## src/rtl/ProtocolInfo.sv

```systemverilog
// DM9000A register indices, bus cycle encodings and framer state enum.
package ProtocolInfo;

  localparam logic [7:0]  REG_MWCMD = 8'hF8;
  localparam logic [7:0]  REG_TXPLL = 8'hFC;
  localparam logic [7:0]  REG_TXPLH = 8'hFD;
  localparam logic [7:0]  REG_TCR   = 8'h02;
  localparam logic [15:0] TCR_TXREQ = 16'h0001;

  localparam logic MODE_INDEX = 1'b0;
  localparam logic MODE_DATA  = 1'b1;

  typedef enum logic [3:0] {
    IDLE,
    IDX_MWCMD,
    GET_LO,
    GET_HI,
    WR_WORD,
    PAD,
    IDX_TXPLL,
    DAT_TXPLL,
    IDX_TXPLH,
    DAT_TXPLH,
    IDX_TCR,
    DAT_TCR
  } state_t;

  // Index cycles carry the register number in the low byte.
  function automatic logic [15:0] index_word(input logic [7:0] idx);
    return {8'h00, idx};
  endfunction

endpackage

```

## src/rtl/dm9000a_tx_framer.sv

```systemverilog
// Turns a byte stream into DM9000A TX FIFO writes plus the length/TCR tail.
module dm9000a_tx_framer
  import ProtocolInfo::*;
#(
  parameter int unsigned MAX_FRAME_BYTES = 1514,
  parameter int unsigned MIN_FRAME_BYTES = 60
) (
  input  logic        clk100,
  input  logic        reset,
  input  logic        in_valid,
  input  logic [7:0]  in_data,
  input  logic        in_last,
  output logic        in_ready,
  output logic        bus_req,
  output logic        bus_mode,
  output logic [15:0] bus_value,
  input  logic        bus_done,
  output logic        busy,
  output logic        frame_sent,
  output logic        err_len
);

  localparam int unsigned CNT_W = 16;
  localparam logic [CNT_W-1:0] MAX_LEN = CNT_W'(MAX_FRAME_BYTES);
  localparam logic [CNT_W-1:0] MIN_LEN = CNT_W'(MIN_FRAME_BYTES);

  state_t           state, state_d;
  logic [CNT_W-1:0] count, count_d;
  logic [CNT_W-1:0] pad_len, pad_len_d;
  logic             ovf, ovf_d;
  logic             last, last_d;
  logic             in_ready_d, bus_req_d, bus_mode_d, busy_d, frame_sent_d, err_len_d;
  logic [15:0]      bus_value_d;

  logic             accept;
  logic             done;
  logic [CNT_W-1:0] len;
  state_t           after_data;

  assign accept     = in_valid & in_ready;
  assign done       = bus_req & bus_done;
  assign len        = ovf ? MAX_LEN : ((count < MIN_LEN) ? MIN_LEN : count);
  assign after_data = (count < MIN_LEN) ? PAD : IDX_TXPLL;

  // Next-state and next-output logic; every bus state raises req once, then waits for done.
  always_comb begin
    state_d      = state;
    count_d      = count;
    pad_len_d    = pad_len;
    ovf_d        = ovf;
    last_d       = last;
    bus_req_d    = bus_req;
    bus_mode_d   = bus_mode;
    bus_value_d  = bus_value;
    busy_d       = busy;
    frame_sent_d = 1'b0;
    err_len_d    = 1'b0;

    if (accept) begin
      busy_d = 1'b1;
    end

    case (state)
      IDLE: begin
        count_d   = '0;
        pad_len_d = '0;
        ovf_d     = 1'b0;
        last_d    = 1'b0;
        if (in_valid) begin
          state_d = IDX_MWCMD;
        end
      end

      IDX_MWCMD: begin
        if (!bus_req) begin
          bus_req_d   = 1'b1;
          bus_mode_d  = MODE_INDEX;
          bus_value_d = index_word(REG_MWCMD);
        end else if (done) begin
          bus_req_d = 1'b0;
          state_d   = GET_LO;
        end
      end

      GET_LO: begin
        if (accept) begin
          if (ovf || (count == MAX_LEN)) begin
            // Excess bytes are drained but never written.
            err_len_d = ~ovf;
            ovf_d     = 1'b1;
            if (in_last) begin
              state_d   = after_data;
              pad_len_d = count + CNT_W'(count[0]);
            end
          end else begin
            count_d     = count + CNT_W'(1);
            bus_value_d = {8'h00, in_data};
            if (in_last) begin
              last_d  = 1'b1;
              state_d = WR_WORD;
            end else begin
              state_d = GET_HI;
            end
          end
        end
      end

      GET_HI: begin
        if (accept) begin
          if (count == MAX_LEN) begin
            // Flush the pending low byte alone; high byte stays zero.
            err_len_d = ~ovf;
            ovf_d     = 1'b1;
          end else begin
            count_d           = count + CNT_W'(1);
            bus_value_d[15:8] = in_data;
          end
          last_d  = in_last;
          state_d = WR_WORD;
        end
      end

      WR_WORD: begin
        if (!bus_req) begin
          bus_req_d  = 1'b1;
          bus_mode_d = MODE_DATA;
        end else if (done) begin
          bus_req_d = 1'b0;
          if (last) begin
            state_d   = after_data;
            pad_len_d = count + CNT_W'(count[0]);
          end else begin
            state_d = GET_LO;
          end
        end
      end

      PAD: begin
        if (!bus_req) begin
          bus_req_d   = 1'b1;
          bus_mode_d  = MODE_DATA;
          bus_value_d = 16'h0000;
        end else if (done) begin
          bus_req_d = 1'b0;
          pad_len_d = pad_len + CNT_W'(2);
          if ((pad_len + CNT_W'(2)) >= MIN_LEN) begin
            state_d = IDX_TXPLL;
          end
        end
      end

      IDX_TXPLL: begin
        if (!bus_req) begin
          bus_req_d   = 1'b1;
          bus_mode_d  = MODE_INDEX;
          bus_value_d = index_word(REG_TXPLL);
        end else if (done) begin
          bus_req_d = 1'b0;
          state_d   = DAT_TXPLL;
        end
      end

      DAT_TXPLL: begin
        if (!bus_req) begin
          bus_req_d   = 1'b1;
          bus_mode_d  = MODE_DATA;
          bus_value_d = {8'h00, len[7:0]};
        end else if (done) begin
          bus_req_d = 1'b0;
          state_d   = IDX_TXPLH;
        end
      end

      IDX_TXPLH: begin
        if (!bus_req) begin
          bus_req_d   = 1'b1;
          bus_mode_d  = MODE_INDEX;
          bus_value_d = index_word(REG_TXPLH);
        end else if (done) begin
          bus_req_d = 1'b0;
          state_d   = DAT_TXPLH;
        end
      end

      DAT_TXPLH: begin
        if (!bus_req) begin
          bus_req_d   = 1'b1;
          bus_mode_d  = MODE_DATA;
          bus_value_d = {8'h00, len[15:8]};
        end else if (done) begin
          bus_req_d = 1'b0;
          state_d   = IDX_TCR;
        end
      end

      IDX_TCR: begin
        if (!bus_req) begin
          bus_req_d   = 1'b1;
          bus_mode_d  = MODE_INDEX;
          bus_value_d = index_word(REG_TCR);
        end else if (done) begin
          bus_req_d = 1'b0;
          state_d   = DAT_TCR;
        end
      end

      DAT_TCR: begin
        if (!bus_req) begin
          bus_req_d   = 1'b1;
          bus_mode_d  = MODE_DATA;
          bus_value_d = TCR_TXREQ;
        end else if (done) begin
          bus_req_d    = 1'b0;
          state_d      = IDLE;
          frame_sent_d = 1'b1;
          busy_d       = 1'b0;
        end
      end

      default: begin
        state_d   = IDLE;
        bus_req_d = 1'b0;
      end
    endcase

    in_ready_d = (state_d == GET_LO) || (state_d == GET_HI);
  end

  // State and registered outputs with synchronous reset.
  always_ff @(posedge clk100) begin
    if (reset) begin
      state      <= IDLE;
      count      <= '0;
      pad_len    <= '0;
      ovf        <= 1'b0;
      last       <= 1'b0;
      in_ready   <= 1'b0;
      bus_req    <= 1'b0;
      bus_mode   <= MODE_INDEX;
      bus_value  <= 16'h0000;
      busy       <= 1'b0;
      frame_sent <= 1'b0;
      err_len    <= 1'b0;
    end else begin
      state      <= state_d;
      count      <= count_d;
      pad_len    <= pad_len_d;
      ovf        <= ovf_d;
      last       <= last_d;
      in_ready   <= in_ready_d;
      bus_req    <= bus_req_d;
      bus_mode   <= bus_mode_d;
      bus_value  <= bus_value_d;
      busy       <= busy_d;
      frame_sent <= frame_sent_d;
      err_len    <= err_len_d;
    end
  end

endmodule

```

## config.mk

```make
export PLATFORM = sky130hd
export DESIGN_NAME = dm9000a_tx_framer
export DESIGN_NICKNAME = d
export VERILOG_FILES = /design/src/rtl/ProtocolInfo.sv /design/src/rtl/dm9000a_tx_framer.sv
export SDC_FILE = /design/constraint.sdc
export NUM_CORES = 1
export LEC_CHECK = 0
export CORE_MARGIN = 5
export CORE_UTILIZATION = 40
export CTS_BUF_LIST = sky130_fd_sc_hd__clkbuf_8 sky130_fd_sc_hd__clkbuf_16
export CTS_CLUSTER_SIZE = 12
export DETAILED_ROUTE_END_ITERATION = 6
export SLEW_MARGIN = 40
export SYNTH_ARGS = -nofsm -noshare
export SYNTH_HDL_FRONTEND = slang
export SYNTH_SLANG_ARGS = --single-unit
```

## constraint.sdc

```tcl
create_clock -name clk100 -period 4.3 [get_ports clk100]
set_clock_uncertainty 0.2 [all_clocks]
set_input_delay 0.86 -clock clk100 [delete_from_list [all_inputs] [get_ports clk100]]
set_output_delay 0.86 -clock clk100 [all_outputs]
set_load 0.02 [all_outputs]
```

# Yosys cells after proc, flatten, opt, wreduce, memory -nomap -nowiden
# Cells that the tools add are included.
word_totals:
  reg_bits: 60
  latch_bits: 0
  mem_bits_rw: 0
  mem_bits_ro: 0
  output_inout_bits: 22
  wordCells: 163
  n_memories: 0
classes:
  addsub: 3
  mul: 0
  div_mod_pow: 0
  order_cmp: 2
  n_eq_ne: 36
  n_shift: 0
  muxes: 84
  n_bitwise: 5
  reduce_logical: 20
op_table:
  columns: ["op", "count"]
  rows:
  - ["16-bit two-way mux", 24]
  - ["4-bit two-way mux", 24]
  - ["8-bit one-hot mux with 10 select lines", 1]
  - ["8-bit one-hot mux with 9 select lines", 1]
  - ["16-bit one-hot mux with 4 select lines", 1]
  - ["16-bit one-hot mux with 3 select lines", 1]
  - ["4-bit one-hot mux with 12 select lines", 1]
  - ["2-bit != test (second input constant)", 22]
  - ["1-bit two-way mux", 21]
  - ["16-bit by 1-bit adder with 16-bit output", 1]
  - ["16-bit by 1-bit adder with 16-bit output (second input constant)", 1]
  - ["16-bit by 2-bit adder with 16-bit output (second input constant)", 1]
  - ["16-bit by 11-bit == test with 1-bit output (second input constant)", 1]
  - ["4-bit by 2-bit == test with 1-bit output (second input constant)", 4]
  - ["4-bit by 3-bit == test with 1-bit output (second input constant)", 4]
  - ["4-bit == test (second input constant)", 4]
  - ["16-bit by 6-bit greater-or-equal comparator with 1-bit output (second input constant)", 1]
  - ["16-bit by 6-bit less-than comparator with 1-bit output (second input constant)", 1]
  - ["8-bit two-way mux", 2]
  - ["5-bit AND reduction", 3]
  - ["13-bit AND reduction", 1]
  - ["11-bit AND reduction", 1]
  - ["10-bit nonzero test", 1]
  - ["9-bit AND reduction", 1]
  - ["18 further kinds", 27]

# Depth between registers and ports, before layout
logic_depth:
  word_depth: 8
  ltp_mapped: 10
  mapped_depth_nobuf: 8

# Least setup slack after synthesis
# OpenSTA, ideal clock, no wires.
synth_timing:
  path_type: "input port to flip-flop"
  from: "in reset"
  to: "reg count[13]"
  setup_ns: 0.087
  arrival_ns: 2.126
  required_ns: 4.013
  setup_slack_ns: 1.886
  cell_stages: 6
  path_buffers: 2
  path_cell_list: "clkbuf_1 > nor3_1 > nand2_1 > or3_1 > buf_1 > o31ai_1"
synth_rtl:
  columns: ["item", "line_no", "rtl"]
  rows:
  - ["start: declaration", "dm9000a_tx_framer.sv:9", "input logic reset,"]
  - ["end signal: assignment", "dm9000a_tx_framer.sv:246", "count <= count_d;"]
  - ["end: declaration", "dm9000a_tx_framer.sv:28", "logic [CNT_W-1:0] count, count_d;"]

# Worst setup path after layout
layout_timing:
  from: "in in_valid"
  to: "reg pad_len[13]"
layout_between:
  elab_chain_cells: 3
layout_rtl:
  columns: ["item", "line_no", "rtl"]
  rows:
  - ["start: declaration", "dm9000a_tx_framer.sv:10", "input logic in_valid,"]
  - ["1-bit bitwise AND", "dm9000a_tx_framer.sv:40", "assign accept = in_valid & in_ready;"]
  - ["2-bit != test (no source line)", null, null]
  - ["9-bit AND reduction (no source line)", null, null]
  - ["end signal: assignment", "dm9000a_tx_framer.sv:247", "pad_len <= pad_len_d;"]
  - ["end: declaration", "dm9000a_tx_framer.sv:29", "logic [CNT_W-1:0] pad_len, pad_len_d;"]
# Every way passes these cells.
# A chain may end at the register's enable or synchronous reset.

==> flow_summary.ini <==
[status]
outcome = completed

[layout]
antenna_cells_inserted = 0
area.growth.synth_to_final_pct = 15.36
final_instance_area_um2 = 4502
fillCellCount = 997
finalNetCount = 548
post_route_cells_drive_above_1_share = 0.06903

[floorplanning]
dieWidth_um = 108.8
die_ar_um2 = 11830
fp.dieH_um = 108.8
io_pins = 35
placementRows = 36
placeable_core_area_um2 = 9639
initial_utilization = 0.4049

[logic_synthesis]
gate_count_after_technology_mapping = 528
yosys.area.top_type_share = 0.3027
synth_area_um2 = 3902
area_leader_netlist = sky130_fd_sc_hd__dfxtp_1
post_synth_most_frequent_cells = sky130_fd_sc_hd__dfxtp_1 (59), sky130_fd_sc_hd__nor2_1 (55), sky130_fd_sc_hd__nand2_1 (48), sky130_fd_sc_hd__o21ai_0 (48), sky130_fd_sc_hd__clkbuf_1 (36)
synth_enable_flop_cells = 0
synth_most_common_cell = sky130_fd_sc_hd__dfxtp_1
synth_sequential_area_ratio = 0.3027
synth_flop_cell = sky130_fd_sc_hd__dfxtp_1
synth.net_count = 544
synth-seq-cells = 59
ys_top_cells_by_area = sky130_fd_sc_hd__dfxtp_1 (30%), sky130_fd_sc_hd__o21ai_0 (6.2%), sky130_fd_sc_hd__nor2_1 (5.3%)
avgSynthCellArea_um2 = 7.391
yosysWarnings = 0
synthArstFlopShare = 0
post_synth_num_cell_types = 65

[place]
port_buffers = 34
detailed_place_hpwl_mm = 8.253
final_estimated_routing_congestion_in_global_placement = 0.8879
placed_cell_area_um2 = 4283

[power]
power_switching_uw = 386.4
seq_power_share = 0.437
cellPowerDensity_nw_per_um2 = 303.9
vdd_drop_max_mv = 0.1565
comb_power_share = 0.158
intPower_uw = 981.7
netSwitchingFraction = 0.2824
cellLeakagePower_uw = 0.001454
p_clk_frac = 0.405

[cts]
clkTransAtPathRegs_ps = 70
post-cts-setup-buffers = 0
cts_resized = 0
largest_buffer_count_on_any_clock_path = 2
tritoncts = yes
ctsHoldBuffers = 0
cts.sink_count = 59
h_tree_depth = 3
clk_root_buffer_cell = sky130_fd_sc_hd__clkbuf_8
clk_latency_ps = 350
cts-buffers-inserted = 9

[setup_path]
critical_path_top_delay_cell = sky130_fd_sc_hd__clkdlybuf4s50_1
arrival_time_worst_endpoint_ps = 3020
timing.critical_path.from_type = input port
max_stage_delay_ps = 490
critical_path.top_delay_family = simple AND/OR/NAND/NOR gates
cp_data_required_time_ps = 4380
cp.buffers_inverters = 1
crit_chain = clkdlybuf4s50_1 > nand2_1 > o31ai_1 > nand4_1 > nor2_1 > a32o_1
classification_of_the_worst_setup_path = in2reg
worstPathMaxFanout = 11
cp-end-kind = register

[sta]
finalHoldViolCount = 0
report.final.slew_viol_count = 0
final.setup.tns_ps = 0
timing.slew.headroom = 0.4477
rsz0062_at_grt = no
setup_viol_count_final = 0
layout_worst_path_cycle_share = 0.6847
final.min_clock_period_ps = 2944
worst_margin_slew_ps = 827.4
fmax_mhz = 339.6

[detailed_routing]
wl_per_cell_um = 17.39
drc = 0
routed_wl_mm = 11.64
first_pass_iters = 6
via_per_inst = 6.003
detail_route.iter0.violations = 289
ant_nets = 0
vias = 4016

[global_routing]
grt_max_degree = 27
antenna_found_initial = 0
grt_pass1_vias = 3684
grtUsageTotal = 0.2026
grt_remaining_overflow = 0
grt_first_pass_wirelength_mm = 19.11

[job]
maxcap_viol_count = 0

[hold_path]
worst_hold_path_type = reg2reg
## path summary, 6_finish.rpt
path / startpoint / end / slack (ps) / cells past startpoint
max: in_valid / pad_len[13] / 1360 / 6
min: bus_value[8] / bus_value[8] / 260 / 2
max reg2reg: pad_len[1] / state[0] / 1450 / 7
min reg2reg: bus_value[8] / bus_value[8] / 260 / 2
## worst min-delay path, delay by kind of cell (launching register included)
kind,cells,cell delay (ps)
flip-flops,1,310
AND/OR/NAND/NOR,1,50
AO/OA/AOI/OAI,1,60
## power by group through the flow
stage	logic (uW)	registers (uW)	clock network, uW
2_1_floorplan	134	611	0
3_3_place_gp	210	609	0
3_5_place_dp	216	609	0
4_1_cts	216	597	566
5_1_grt	237	602	585
6_report	216	598	554
## cell usage in the layout, fill, tap and decap left out, types with 4 or more instances in the layout
cell                              Yosys  layout
sky130_fd_sc_hd__nand2_1             48      48
sky130_fd_sc_hd__o21ai_1              9       8
sky130_fd_sc_hd__and4_1               6       6
sky130_fd_sc_hd__buf_4                1       8
sky130_fd_sc_hd__nor2_1              55      55
sky130_fd_sc_hd__and2_1               5       5
sky130_fd_sc_hd__o2111ai_1            4       4
sky130_fd_sc_hd__and3_1               7       7
sky130_fd_sc_hd__o31ai_1             14      14
sky130_fd_sc_hd__a221oi_1             4       4
sky130_fd_sc_hd__inv_1                9      10
sky130_fd_sc_hd__mux2i_1              5       5
sky130_fd_sc_hd__o21a_1               5       5
sky130_fd_sc_hd__clkdlybuf4s50_1      0      34
sky130_fd_sc_hd__o32ai_1              6       6
sky130_fd_sc_hd__nand4_1             14      14
sky130_fd_sc_hd__nor4_1               9       8
sky130_fd_sc_hd__xnor2_1              8       8
sky130_fd_sc_hd__nor3_1              16      15
sky130_fd_sc_hd__a21oi_1             28      26
sky130_fd_sc_hd__o21ai_0             48      48
sky130_fd_sc_hd__a311oi_1             5       5
sky130_fd_sc_hd__xor2_1              11      11
sky130_fd_sc_hd__clkbuf_8             0      13
sky130_fd_sc_hd__nor2b_1             12      12
sky130_fd_sc_hd__or3_1                6       6
sky130_fd_sc_hd__a31oi_1              8       8
sky130_fd_sc_hd__nand3_1             27      27
sky130_fd_sc_hd__dfxtp_1             59      58
## sequential cells by signal, summed over array words and instances (netlist names)
register    cells
bus_value      16
count          16
pad_len        15
state           4
bus_mode        1
bus_req         1
busy            1
err_len         1
frame_sent      1
in_ready        1
last            1
ovf             1
## metal layers
layer,track usage,up-vias,share of wire
met5,0,-,0
met4,0.06222,0,0.014
met3,0.03138,14,0.054
met2,0.3120,137,0.46
met1,0.2905,1897,0.47
li1,-,1968,-
## final cells by class
type	count	area, um2	share of cell area
Multi-Input combinational cell	410	2502	0.5559
Sequential cell	59	1182	0.2626
Timing Repair Buffer	42	400.4	0.08894
Clock buffer	13	178.9	0.03974
Tap cell	133	166.4	0.03697
Inverter	10	37.54	0.008338
Clock inverter	2	33.78	0.007504
## cells by family (layout without fill, tap and decap cells)
| kind of cell | Yosys count | count (layout) | share of synthesized area |
|---|---|---|---|
| muxes | 5 | 5 | 0.01283 |
| xor gates and xnor gates | 19 | 19 | 0.04264 |
| and+or+nand+nor | 221 | 221 | 0.2969 |
| adders and majority gates | 3 | 3 | 0.009619 |
| buffers and inverters | 59 | 67 | 0.06188 |
| AOI/OAI and AO/OA | 162 | 162 | 0.2735 |
| DFF | 59 | 59 | 0.3027 |
## through the flow
step	cells	util	total power (uW)	hold slack, ps	setup slack, ps
3_5_place_dp	654	0.4443	824.7	253.7	1027
6_report	669	0.4670	1368	261.9	1356
2_1_floorplan	528	-	744.1	294.2	1886
5_1_grt	669	0.4670	1425	282.6	1188
4_1_cts	669	0.4664	1379	263.1	1382
3_3_place_gp	654	0.4425	819.5	246.5	1036
No activity file was read; power rests on OpenSTA's default activity.
